<file path="src/rtl/esp_resp_parser_if.sv">
// Handshake bundle between a command sequencer and the ESP response parser.
// The sequencer drives start and the rx byte stream; the parser drives the rest.
interface esp_resp_parser_if #(
   parameter int LC_WIDTH = 8
);
   logic                start;
   logic [7:0]          rx_data;
   logic                rx_valid;
   logic                rx_ready;
   logic                done;
   logic [1:0]          result;
   logic                busy;
   logic [LC_WIDTH-1:0] line_count;

   modport master (
      output start, rx_data, rx_valid,
      input  rx_ready, done, result, busy, line_count
   );

   modport slave (
      input  start, rx_data, rx_valid,
      output rx_ready, done, result, busy, line_count
   );
endinterface

</file>
<file path="src/rtl/esp_resp_parser.sv">
// Scans UART response lines from an ESP module for OK / ERROR / FAIL terminal
// lines, counting the informational lines seen before them, with a timeout.
module esp_resp_parser #(
   parameter int TIMEOUT_CYCLES = 100000000,
   parameter int LC_WIDTH       = 8
) (
   input logic               clk,
   input logic               rst,
   esp_resp_parser_if.slave  bus
);

   localparam logic [1:0] ST_IDLE  = 2'd0;
   localparam logic [1:0] ST_ARMED = 2'd1;
   localparam logic [1:0] ST_DONE  = 2'd2;

   localparam int             TW         = (TIMEOUT_CYCLES > 1) ? $clog2(TIMEOUT_CYCLES) : 1;
   localparam logic [TW-1:0]  TIMER_LAST = TW'(TIMEOUT_CYCLES - 1);

   localparam logic [1:0] RES_OK      = 2'b00;
   localparam logic [1:0] RES_ERROR   = 2'b01;
   localparam logic [1:0] RES_FAIL    = 2'b10;
   localparam logic [1:0] RES_TIMEOUT = 2'b11;

   // Flag bit order: [0] OK, [1] ERROR, [2] FAIL; codes match the result encoding.
   function automatic logic char_match(input logic [1:0] tok, input logic [2:0] pos,
                                       input logic [7:0] b);
      logic [7:0] exp_v;
      logic       in_range_v;
      exp_v      = 8'h00;
      in_range_v = 1'b0;
      case (tok)
         2'd0: begin
            in_range_v = (pos < 3'd2);
            case (pos)
               3'd0:    exp_v = 8'h4F;
               3'd1:    exp_v = 8'h4B;
               default: exp_v = 8'h00;
            endcase
         end
         2'd1: begin
            in_range_v = (pos < 3'd5);
            case (pos)
               3'd0:    exp_v = 8'h45;
               3'd1:    exp_v = 8'h52;
               3'd2:    exp_v = 8'h52;
               3'd3:    exp_v = 8'h4F;
               3'd4:    exp_v = 8'h52;
               default: exp_v = 8'h00;
            endcase
         end
         2'd2: begin
            in_range_v = (pos < 3'd4);
            case (pos)
               3'd0:    exp_v = 8'h46;
               3'd1:    exp_v = 8'h41;
               3'd2:    exp_v = 8'h49;
               3'd3:    exp_v = 8'h4C;
               default: exp_v = 8'h00;
            endcase
         end
         default: begin
            in_range_v = 1'b0;
            exp_v      = 8'h00;
         end
      endcase
      return in_range_v && (b == exp_v);
   endfunction

   logic [1:0]          state_r, state_n_s;
   logic [2:0]          pos_r, pos_n_s;
   logic [2:0]          flag_r, flag_n_s;
   logic [TW-1:0]       timer_r, timer_n_s;
   logic [LC_WIDTH-1:0] lc_cnt_r, lc_cnt_n_s;
   logic [LC_WIDTH-1:0] line_count_r, line_count_n_s;
   logic [1:0]          result_r, result_n_s;
   logic                done_r;
   logic                busy_r;
   logic                rx_ready_s;
   logic                accept_s;
   logic                is_cr_s;
   logic                is_lf_s;
   logic                match_s;
   logic [1:0]          match_code_s;

   assign rx_ready_s = !rst && (state_r != ST_DONE);
   assign accept_s   = bus.rx_valid && rx_ready_s;
   assign is_cr_s    = (bus.rx_data == 8'h0D);
   assign is_lf_s    = (bus.rx_data == 8'h0A);

   assign bus.rx_ready   = rx_ready_s;
   assign bus.done       = done_r;
   assign bus.busy       = busy_r;
   assign bus.result     = result_r;
   assign bus.line_count = line_count_r;

   // Next-state, line matcher and result capture.
   always_comb begin
      state_n_s      = state_r;
      pos_n_s        = pos_r;
      flag_n_s       = flag_r;
      timer_n_s      = timer_r;
      lc_cnt_n_s     = lc_cnt_r;
      line_count_n_s = line_count_r;
      result_n_s     = result_r;
      match_s        = 1'b0;
      match_code_s   = RES_OK;
      case (state_r)
         ST_IDLE: begin
            if (bus.start) begin
               state_n_s      = ST_ARMED;
               pos_n_s        = 3'd0;
               flag_n_s       = 3'b111;
               timer_n_s      = '0;
               lc_cnt_n_s     = '0;
               line_count_n_s = '0;
            end else begin
               state_n_s = ST_IDLE;
            end
         end
         ST_ARMED: begin
            timer_n_s = timer_r + TW'(1'b1);
            if (accept_s && is_lf_s) begin
               if (flag_r[0] && (pos_r == 3'd2)) begin
                  match_s      = 1'b1;
                  match_code_s = RES_OK;
               end else if (flag_r[1] && (pos_r == 3'd5)) begin
                  match_s      = 1'b1;
                  match_code_s = RES_ERROR;
               end else if (flag_r[2] && (pos_r == 3'd4)) begin
                  match_s      = 1'b1;
                  match_code_s = RES_FAIL;
               end else begin
                  match_s = 1'b0;
               end
               // Empty lines and terminal lines are not counted.
               if (!match_s && (pos_r != 3'd0) && (lc_cnt_r != '1)) begin
                  lc_cnt_n_s = lc_cnt_r + LC_WIDTH'(1'b1);
               end else begin
                  lc_cnt_n_s = lc_cnt_r;
               end
               pos_n_s  = 3'd0;
               flag_n_s = 3'b111;
            end else if (accept_s && !is_cr_s) begin
               flag_n_s[0] = flag_r[0] && char_match(2'd0, pos_r, bus.rx_data);
               flag_n_s[1] = flag_r[1] && char_match(2'd1, pos_r, bus.rx_data);
               flag_n_s[2] = flag_r[2] && char_match(2'd2, pos_r, bus.rx_data);
               pos_n_s     = (pos_r == 3'd7) ? pos_r : (pos_r + 3'd1);
            end else begin
               pos_n_s = pos_r;
            end
            if (match_s) begin
               state_n_s      = ST_DONE;
               result_n_s     = match_code_s;
               line_count_n_s = lc_cnt_n_s;
            end else if (timer_r == TIMER_LAST) begin
               state_n_s      = ST_DONE;
               result_n_s     = RES_TIMEOUT;
               line_count_n_s = lc_cnt_n_s;
            end else begin
               state_n_s = ST_ARMED;
            end
         end
         ST_DONE: begin
            state_n_s = ST_IDLE;
         end
         default: begin
            state_n_s = ST_IDLE;
         end
      endcase
   end

   // State and registered outputs.
   always_ff @(posedge clk) begin
      if (rst) begin
         state_r      <= ST_IDLE;
         pos_r        <= 3'd0;
         flag_r       <= 3'b111;
         timer_r      <= '0;
         lc_cnt_r     <= '0;
         line_count_r <= '0;
         result_r     <= RES_OK;
         done_r       <= 1'b0;
         busy_r       <= 1'b0;
      end else begin
         state_r      <= state_n_s;
         pos_r        <= pos_n_s;
         flag_r       <= flag_n_s;
         timer_r      <= timer_n_s;
         lc_cnt_r     <= lc_cnt_n_s;
         line_count_r <= line_count_n_s;
         result_r     <= result_n_s;
         done_r       <= (state_n_s == ST_DONE);
         busy_r       <= (state_n_s == ST_ARMED);
      end
   end

endmodule

</file>
<file path="src/flat_wrapper.sv">
// flat-port wrapper written by rule: the top's interface ports become plain ports
module esp_resp_parser_flat 
#(
   parameter int TIMEOUT_CYCLES = 100000000,
   parameter int LC_WIDTH       = 8
)
  (clk, rst, bus_start, bus_rx_data, bus_rx_valid, bus_rx_ready, bus_done, bus_result, bus_busy, bus_line_count);
  esp_resp_parser_if #(.LC_WIDTH(LC_WIDTH)) bus_i ();
  input logic clk;
  input logic rst;
  input wire logic [$bits(bus_i.start)-1:0] bus_start;
  input wire logic [$bits(bus_i.rx_data)-1:0] bus_rx_data;
  input wire logic [$bits(bus_i.rx_valid)-1:0] bus_rx_valid;
  output wire logic [$bits(bus_i.rx_ready)-1:0] bus_rx_ready;
  output wire logic [$bits(bus_i.done)-1:0] bus_done;
  output wire logic [$bits(bus_i.result)-1:0] bus_result;
  output wire logic [$bits(bus_i.busy)-1:0] bus_busy;
  output wire logic [$bits(bus_i.line_count)-1:0] bus_line_count;
  assign bus_i.start = bus_start;
  assign bus_i.rx_data = bus_rx_data;
  assign bus_i.rx_valid = bus_rx_valid;
  assign bus_rx_ready = bus_i.rx_ready;
  assign bus_done = bus_i.done;
  assign bus_result = bus_i.result;
  assign bus_busy = bus_i.busy;
  assign bus_line_count = bus_i.line_count;
  esp_resp_parser #(.TIMEOUT_CYCLES(TIMEOUT_CYCLES), .LC_WIDTH(LC_WIDTH)) u_core (.clk(clk), .rst(rst), .bus(bus_i));
endmodule
</file>
<file path="config.mk">
export PLATFORM = sky130hd
export DESIGN_NAME = esp_resp_parser_flat
export DESIGN_NICKNAME = d
export VERILOG_FILES = /design/src/rtl/esp_resp_parser_if.sv /design/src/rtl/esp_resp_parser.sv /design/src/flat_wrapper.sv
export SDC_FILE = /design/constraint.sdc
export NUM_CORES = 1
export LEC_CHECK = 0
export CAP_MARGIN = 40
export CORE_MARGIN = 5
export CORE_UTILIZATION = 40
export CTS_CLUSTER_SIZE = 40
export DETAILED_ROUTE_END_ITERATION = 10
export MAX_ROUTING_LAYER = met4
export PLACE_DENSITY = 0.67
export SLEW_MARGIN = 20
export SYNTH_ARGS = -nofsm -noshare
export SYNTH_HDL_FRONTEND = slang
export SYNTH_SLANG_ARGS = --single-unit
</file>
<file path="constraint.sdc">
create_clock -name clk -period 2.5 [get_ports clk]
set_clock_uncertainty 0.2 [all_clocks]
set_input_delay 0.5 -clock clk [delete_from_list [all_inputs] [get_ports clk]]
set_output_delay 0.5 -clock clk [all_outputs]
set_load 0.01 [all_outputs]
</file>
# Word level (Yosys, flattened, before mapping)
# Index checks and enable logic that the tools add are counted.
[op_classes]
eq_ne = 21
n_addsub = 3
mul = 0
reduce_logical = 29
shift = 0
bitwise_logic = 0
n_lt_le_gt_ge = 3
div_mod_pow = 0
muxes = 56
[ops]
columns = ["operator", "n"]
rows = [
  ["$mux W8", 14],
  ["$pmux W27 S2", 1],
  ["$pmux W8 S2", 2],
  ["$pmux W7 S4", 1],
  ["$add A27 B1 Y27 const B", 1],
  ["$eq A27 B27 Y1 const B", 1],
  ["$mux W27", 1],
  ["$eq A8 B8 Y1", 3],
  ["$mux W3", 7],
  ["$pmux W7 S3", 1],
  ["$mux W1", 17],
  ["$eq A8 B4 Y1 const B", 2],
  ["$mux W2", 8],
  ["$logic_and A1 B1 Y1", 15],
  ["$pmux W7 S2", 1],
  ["$pmux W3 S2", 2],
  ["$eq A3 B3 Y1 const B", 3],
  ["$add A8 B1 Y8 const B", 1],
  ["$ne A8 B8 Y1 const B", 1],
  ["$eq A3 B2 Y1 const B", 2],
  ["$lt A3 B3 Y1 const B", 2],
  ["$ne A3 B1 Y1 const B", 2],
  ["$reduce_and A3 Y1", 2],
  ["$eq A2 B1 Y1 const B", 2],
  ["other kinds (15)", 20],
]
[word_totals]
mem_bits_ro = 0
latchBits = 0
elab_cells = 121
ramBits = 0
mem_count = 0
regBits = 55
output_inout_bits = 13

# Depth between registers and ports, before layout
# Gate-level depths: netlist of run 1.
[logic_depth]
depth_word = 15
depth_mapped = 9
ltp_nobuf = 8

# Least setup slack after synthesis of run 1
# Ideal clock, no wire load.
[synth_path]
path_type = "input -> register"
start = "input port bus_rx_data[1]"
end = "register u_core.line_count_r[0], in the netlist u_core.bus.line_count[0]"
slack_ns = 0.370
n_path_buf = 2
stages = 8
t_required_ns = 2.183
setup_time_ns = 0.117
arrival_ns = 1.812
path_cell_list = "buf_4 > nand2_1 > nor4b_4 > and3_4 > a211oi_2 > nor2b_1 > buf_6 > a32o_1"
[synth_between]
elab_chain_len = 6
[synth_rtl]
columns = ["element", "line", "text"]
rows = [
  ["start, declared", "flat_wrapper.sv:12", "input wire logic [$bits(bus_i.rx_data)-1:0] bus_rx_data;"],
  ["$eq A8 B4 Y1 (*)", "esp_resp_parser.sv:88", "assign is_lf_s = (bus.rx_data == 8'h0A);"],
  ["$logic_and A1 B1 Y1 (*)", "esp_resp_parser.sv:122", "if (accept_s && is_lf_s) begin"],
  ["$mux W1 / $mux W8 (equally long branches)", "esp_resp_parser.sv:122", ""],
  ["$mux W1 / $mux W8 (equally long branches)", "esp_resp_parser.sv:107, esp_resp_parser.sv:155", ""],
  ["$ne A3 B1 Y1 (no line) / $mux W8 (equally long branches)", "n/a", ""],
  ["$reduce_and A3 Y1 (no line) / $pmux W8 S2 (equally long branches)", "n/a", ""],
  ["end signal, assigned", "esp_resp_parser.sv:190", "line_count_r <= line_count_n_s;"],
  ["end, declared", "esp_resp_parser.sv:74", "logic [LC_WIDTH-1:0] line_count_r, line_count_n_s;"],
]
# Mark *: on every way between the ends. The rest lies on a longest branch, timed or not. The select of a mux whose other input is x is not followed.
# A chain may end at the register's enable or synchronous reset.

# Final worst setup path of run 1
[layout_path]
start = "input port bus_rx_data[1]"
end = "register u_core.line_count_r[7], in the netlist u_core.bus.line_count[7]"
# Same word-level chain as after synthesis.

==> impl_metrics.toml, run 1 <==
[run_status]
status = "finished clean"

[hold_path]
hp-class = "flop to flop"

[worst_setup_path]
startpoint_type = "primary input"
worstSetupEndpointType = "flop"
path_max_fanout = 7
critPathArrivalTime_ps = 2370
cp.required_ps = 2550
crit_buf_inv = 1
critical-path-max-stage-delay_ps = 500
crit_type = "primary input to flop"
cp_slowest_cell = "clkdlybuf4s50_1"
cp_cell_sequence = "clkdlybuf4s50_1 > nand2_1 > nor4b_4 > and4_1 > nor3b_1 > o21ai_1 > o2bb2ai_1"
crit_family = "simple AND/OR/NAND/NOR gates"

[routing]
ant_nets = 0
finalWirelength_um = 7570
drt_iter0_markers = 175
via_count = 2948
first_pass_iters = 4
wl_per_cell_um = 14.5
via_per_inst = 5.66
route.detailed.drc = 0

[floorplanning]
ioPinCount = 25
die_w_um = 99.2
initial_core_util_pct = 41.2
die_height_um = 99.2
coreArea_mm2 = 0.00773
design.die.area_mm2 = 0.00984
row_count = 32

[clock_network]
clkSlewWorstSetupHoldPaths_ps = 110
cts_tree = "built"
cts_buffers = 5
clk_latency_ps = 310
cts_hold_buf = 0
cts_root_buf = "clkbuf_8"
clockBufferDepth = 2
cts_num_sinks = 55
cts_max_level = 2

[synthesis]
syn-cell-area_mm2 = 0.00318
synth_area_leaders = "dfxtp_1 (35%), a21oi_1 (4.7%), nand3_1 (4.1%)"
syn_nets = 398
synth_edf_count = 0
yosys_register_bits = 55
ys_warn_count = 0
synth_ff_type = "dfxtp_1"
synthCells = 379
ys_seq_area_share_pct = 34.6
async_flop_share_pct = 0
synth_top_area_cell = "dfxtp_1"
synth_cell_types = 70
synthDominantCellAreaShare_pct = 34.6
syn_area_per_cell_um2 = 8.40

[grt]
grt_pass1_wl_um = 12900
grt_use_total_pct = 16.1
grt_pass1_vias = 2760
antenna_found_initial = 0
grt_remaining_overflow = 0
grt_max_degree = 42

[place]
gp_congestion = 0.880
dpl.cell_count = 513
dpl.hpwl_um = 5630
io_buffer_count = 24

[timing]
max_slew.worst_pin.slew_ps = 433
post-route-period-util_pct = 92.7
slew_violations = 0
finalCriticalPeriod_ps = 2320
setup_viol = 0
setup_tns_ps = 0
rsz0062_at_grt = "no"
relSlewSlack_pct = 70.4
finalHoldViolCount = 0
clock.fmax_mhz = 432
whs_ps = 271

[cells_and_area]
nNetsFinal = 437
syn_to_final_growth_pct = 17.8
final_cell_mix = "dfxtp_1 (55), nand2_1 (30), a21oi_1 (30)"
mostFrequentLayoutCell = "dfxtp_1"
antenna_cells = 0
n_fill_cell = 732
final_layout_size_suffix_gt1_share_pct = 15.5
stdcell_count = 521

[flow_run]
maxCapViolCount = 0

[power]
leakage_uw = 0.00130
power_density_mw_per_mm2 = 427
irDropWorstVdd_mv = 0.273
==> layer usage <==
metal  GRT usage (%)  part of all wire (%)  vias to the layer above
met3            2.73                   3.6                        5
met4            4.31                   1.1                        0
met2            25.7                    47                       48
met1            21.1                    48                     1413
li1                -                     -                     1482
met5               -                     0                        -
==> registers in the layout (all words and copies together), names as in the netlist <==
signal and count:
u_core.bus.line_count 8, u_core.state_r 2, u_core.timer_r 27, u_core.bus.busy 1, u_core.bus.result 2, u_core.lc_cnt_r 8, u_core.pos_r 3, u_core.flag_r 3
u_core.bus.done 1
==> cells in the mapped netlist (all sizes together), types with 3 or more instances <==
cell type and count:
nand2b 6, o21bai 3, nand4 9, nand3 28, and3 5, nor3 8
ha 7, o31a 5, and2 4, dfxtp 55, o21ai 17, a31oi 5
buf 10, o2bb2ai 5, and4 6, or3 8, inv 15, a211oi 6
nor2 28, a21oi 31, mux2i 3, nand3b 3, clkbuf 11, o31ai 6
mux2 4, nor2b 6, xor2 3, nand4b 4, o211ai 6, nand2 30
or2 3, nor4 8
==> cell type report <==
| type | count | area, um2 | area share, % |
|---|---|---|---|
| repair buffers | 53 | 453 | 12.1 |
| clock buffers | 5 | 68.8 | 1.84 |
| clock inverters | 3 | 18.8 | 0.501 |
| multi-input cells | 288 | 1920 | 51.3 |
| well taps | 102 | 128 | 3.40 |
| inverters | 15 | 56.3 | 1.50 |
| flip-flops and latches | 55 | 1100 | 29.4 |
==> report_power, final <==
group | internal (uW) | switching, uW | total (uW)
registers | 885 | 10.1 | 895
logic | 88.3 | 118 | 206
clock network | 198 | 300 | 498
total | 1170 | 428 | 1600
==> path summary, 6_finish.rpt <==
path | startpoint | endpoint | slack, ps | cells after the start
setup / recovery | bus_rx_data[1] | u_core.bus.line_count[7] | 180 | 7
hold / removal | u_core.bus.line_count[2] | u_core.bus.line_count[2] | 270 | 1
setup reg to reg | u_core.pos_r[0] | u_core.bus.line_count[6] | 190 | 7
hold reg to reg | u_core.bus.line_count[2] | u_core.bus.line_count[2] | 270 | 1
==> worst register-to-register path: cells and delay by family, from the launching register on <==
family,cells,cell delay [ps]
buffers and inverters,1,80
adder cells (fa/ha/maj),1,250
AO/OA/AOI/OAI,4,860
flip-flops,1,510
AND/OR/NAND/NOR,1,280
==> logic make-up after synthesis <==
group,share of synthesized area (%)
and+or+nand+nor,31.2
DFF,34.6
buffers and inverters,5.03
AOI/OAI and AO/OA,22.7
xor gates and xnor gates,1.38
muxes,2.36
adders and majority gates,2.75
==> stage by stage <==
stage / total power [uW] / instance area [um2] / worst slack, ps / util, %
4_1_cts: 1620 / 3750 / 114 / 48.5
2_1_floorplan: 1040 / 3180 / 370 / -
3_3_place_gp: 1120 / 3660 / -134 / 47.3
3_5_place_dp: 1120 / 3660 / -191 / 47.3
6_report: 1600 / 3750 / 183 / 48.5
5_1_grt: 1680 / 3750 / 29.8 / 48.5
==> what timing repair did <==
action                                  CTS  global route
endpoints found under the setup margin    0             4
resized for setup                         0             1
buffers inserted                          0             0
No activity file was read; power rests on OpenSTA's default activity.
==> inputs of run 2 (changes only) <==
- ABC_CLOCK_PERIOD_IN_PS: not set -> 2500
- CAP_MARGIN: 40 -> 20
- CORE_UTILIZATION: 40 -> 58
- PLACE_DENSITY: 0.67 -> 0.88
==> impl_metrics.toml, run 2 (same netlist as run 1, synthesis figures left out) <==
[flow_run]
maxCapViolCount = 0

[cells_and_area]
multiInputGateArea_mm2 = 0.00194
antenna_cells = 0
mostFrequentLayoutCell = "dfxtp_1"
largest_register_ffs = 27
nNetsFinal = 433
final_cell_mix = "dfxtp_1 (54), nand2_1 (30), a21oi_1 (30)"
n_fill_cell = 435
syn_to_final_growth_pct = 17.1
register_area_mm2 = 0.00110
finalInstanceArea_mm2 = 0.00373
stdcell_count = 487
largest-register = "u_core.timer_r"
final_layout_size_suffix_gt1_share_pct = 15.9

[floorplanning]
die_height_um = 84.1
coreArea_mm2 = 0.00541
initial_core_util_pct = 58.9
design.die.area_mm2 = 0.00707
ioPinCount = 25
row_count = 27
die_w_um = 84.1

[clock_network]
cts_setup_buffers = 0
clkSlewWorstSetupHoldPaths_ps = 100
cts_root_buf = "clkbuf_8"
cts_num_sinks = 55
cts_max_level = 2
clk_latency_ps = 310
cts_resized = 0
cts_buffers = 5
cts_tree = "built"
clockBufferDepth = 2
cts_hold_buf = 0

[grt]
grt_pass1_vias = 2812
grt_remaining_overflow = 0
antenna_found_initial = 0
grt_max_degree = 31
grt_use_total_pct = 22.3
grt_pass1_wl_um = 13100

[routing]
drt_iter0_markers = 185
wl_met2_um = 3420
finalWirelength_um = 7520
first_pass_iters = 4
via_count = 3054
wl_met3_um = 471
ant_nets = 0
wl_per_cell_um = 15.4
m1WireLength_um = 3560
via_per_inst = 6.27
route.detailed.drc = 0
routed.top_layer = "met4"

[power]
power_density_mw_per_mm2 = 459
p_comb_share_pct = 11.9
pwr-share-clk_pct = 35.7
pwr-share-seq_pct = 52.4
irDropWorstVdd_mv = 0.309
switching_share_pct = 24.3
netSwitchingPower_uw = 417
p_int_uw = 1290
leakage_uw = 0.00129

[place]
gp_congestion = 0.883
place_ws_ps = -197
dpl.cell_count = 479
io_buffer_count = 24
dpl.hpwl_um = 5370
dpl_cell_area_mm2 = 0.00359

[timing]
fin_ws_ps = 88.8
clock.fmax_mhz = 415
finalCriticalPeriod_ps = 2410
finalHoldViolCount = 0
relSlewSlack_pct = 67.5
max_slew.worst_pin.slew_ps = 476
setup_viol = 0
slew_violations = 0
rsz0062_at_grt = "no"
post-route-period-util_pct = 96.4

[hold_path]
hp-class = "flop to flop"

[worst_setup_path]
path_max_fanout = 8
cp.required_ps = 1800
startpoint_type = "flop"
critPathArrivalTime_ps = 1710
worstSetupEndpointType = "primary output"
crit_type = "flop to primary output"

[run_status]
status = "finished clean"
run 2: layer usage:
layer  up-vias  track usage, %
met5         -               -
met4         0            6.14
met3         7            4.24
met2       105            33.3
met1      1456            30.9
li1       1486               -
run 2: power by group through the flow:
stage               clock (uW)  sequential, uW  combinational [uW]
floorplan                    0             913                 126
global placement             0             916                 194
detailed placement           0             917                 198
CTS                        626             897                 200
global route               664             899                 222
finish                     611             897                 203
run 2: layout make-up:
type | count | share of cell area, %
multi-input cells | 288 | 52.0
flip-flops and latches | 55 | 29.6
repair buffers | 49 | 11.3
well taps | 72 | 2.42
clock buffers | 6 | 2.22
inverters | 15 | 1.51
clock inverters | 2 | 0.940
run 2: final timing paths:
path	start	endpoint	slack, ps	cells past startpoint
worst max-delay path	u_core.state_r[0]	bus_rx_ready	90	3
worst min-delay path	u_core.bus.line_count[2]	u_core.bus.line_count[2]	270	1
worst max register to register	u_core.pos_r[0]	u_core.flag_r[1]	220	8
worst min register to register	u_core.bus.line_count[2]	u_core.bus.line_count[2]	270	1
run 2: stage by stage:
step	util [%]	setup TNS [ps]	hold slack, ps	total power (uW)
3_3_place_gp	66.4	-1080	251	1110
5_1_grt	69.0	0	302	1780
6_report	69.0	0	272	1710
4_1_cts	68.6	0	272	1720
3_5_place_dp	66.4	-2340	246	1110
2_1_floorplan	-	0	233	1040
run 2: worst max-delay path, stage by stage (launching register included):
cell and delay, ps:
dfxtp_1 480, nor2b_1 130, nor2_1 210, clkdlybuf4s50_1 580
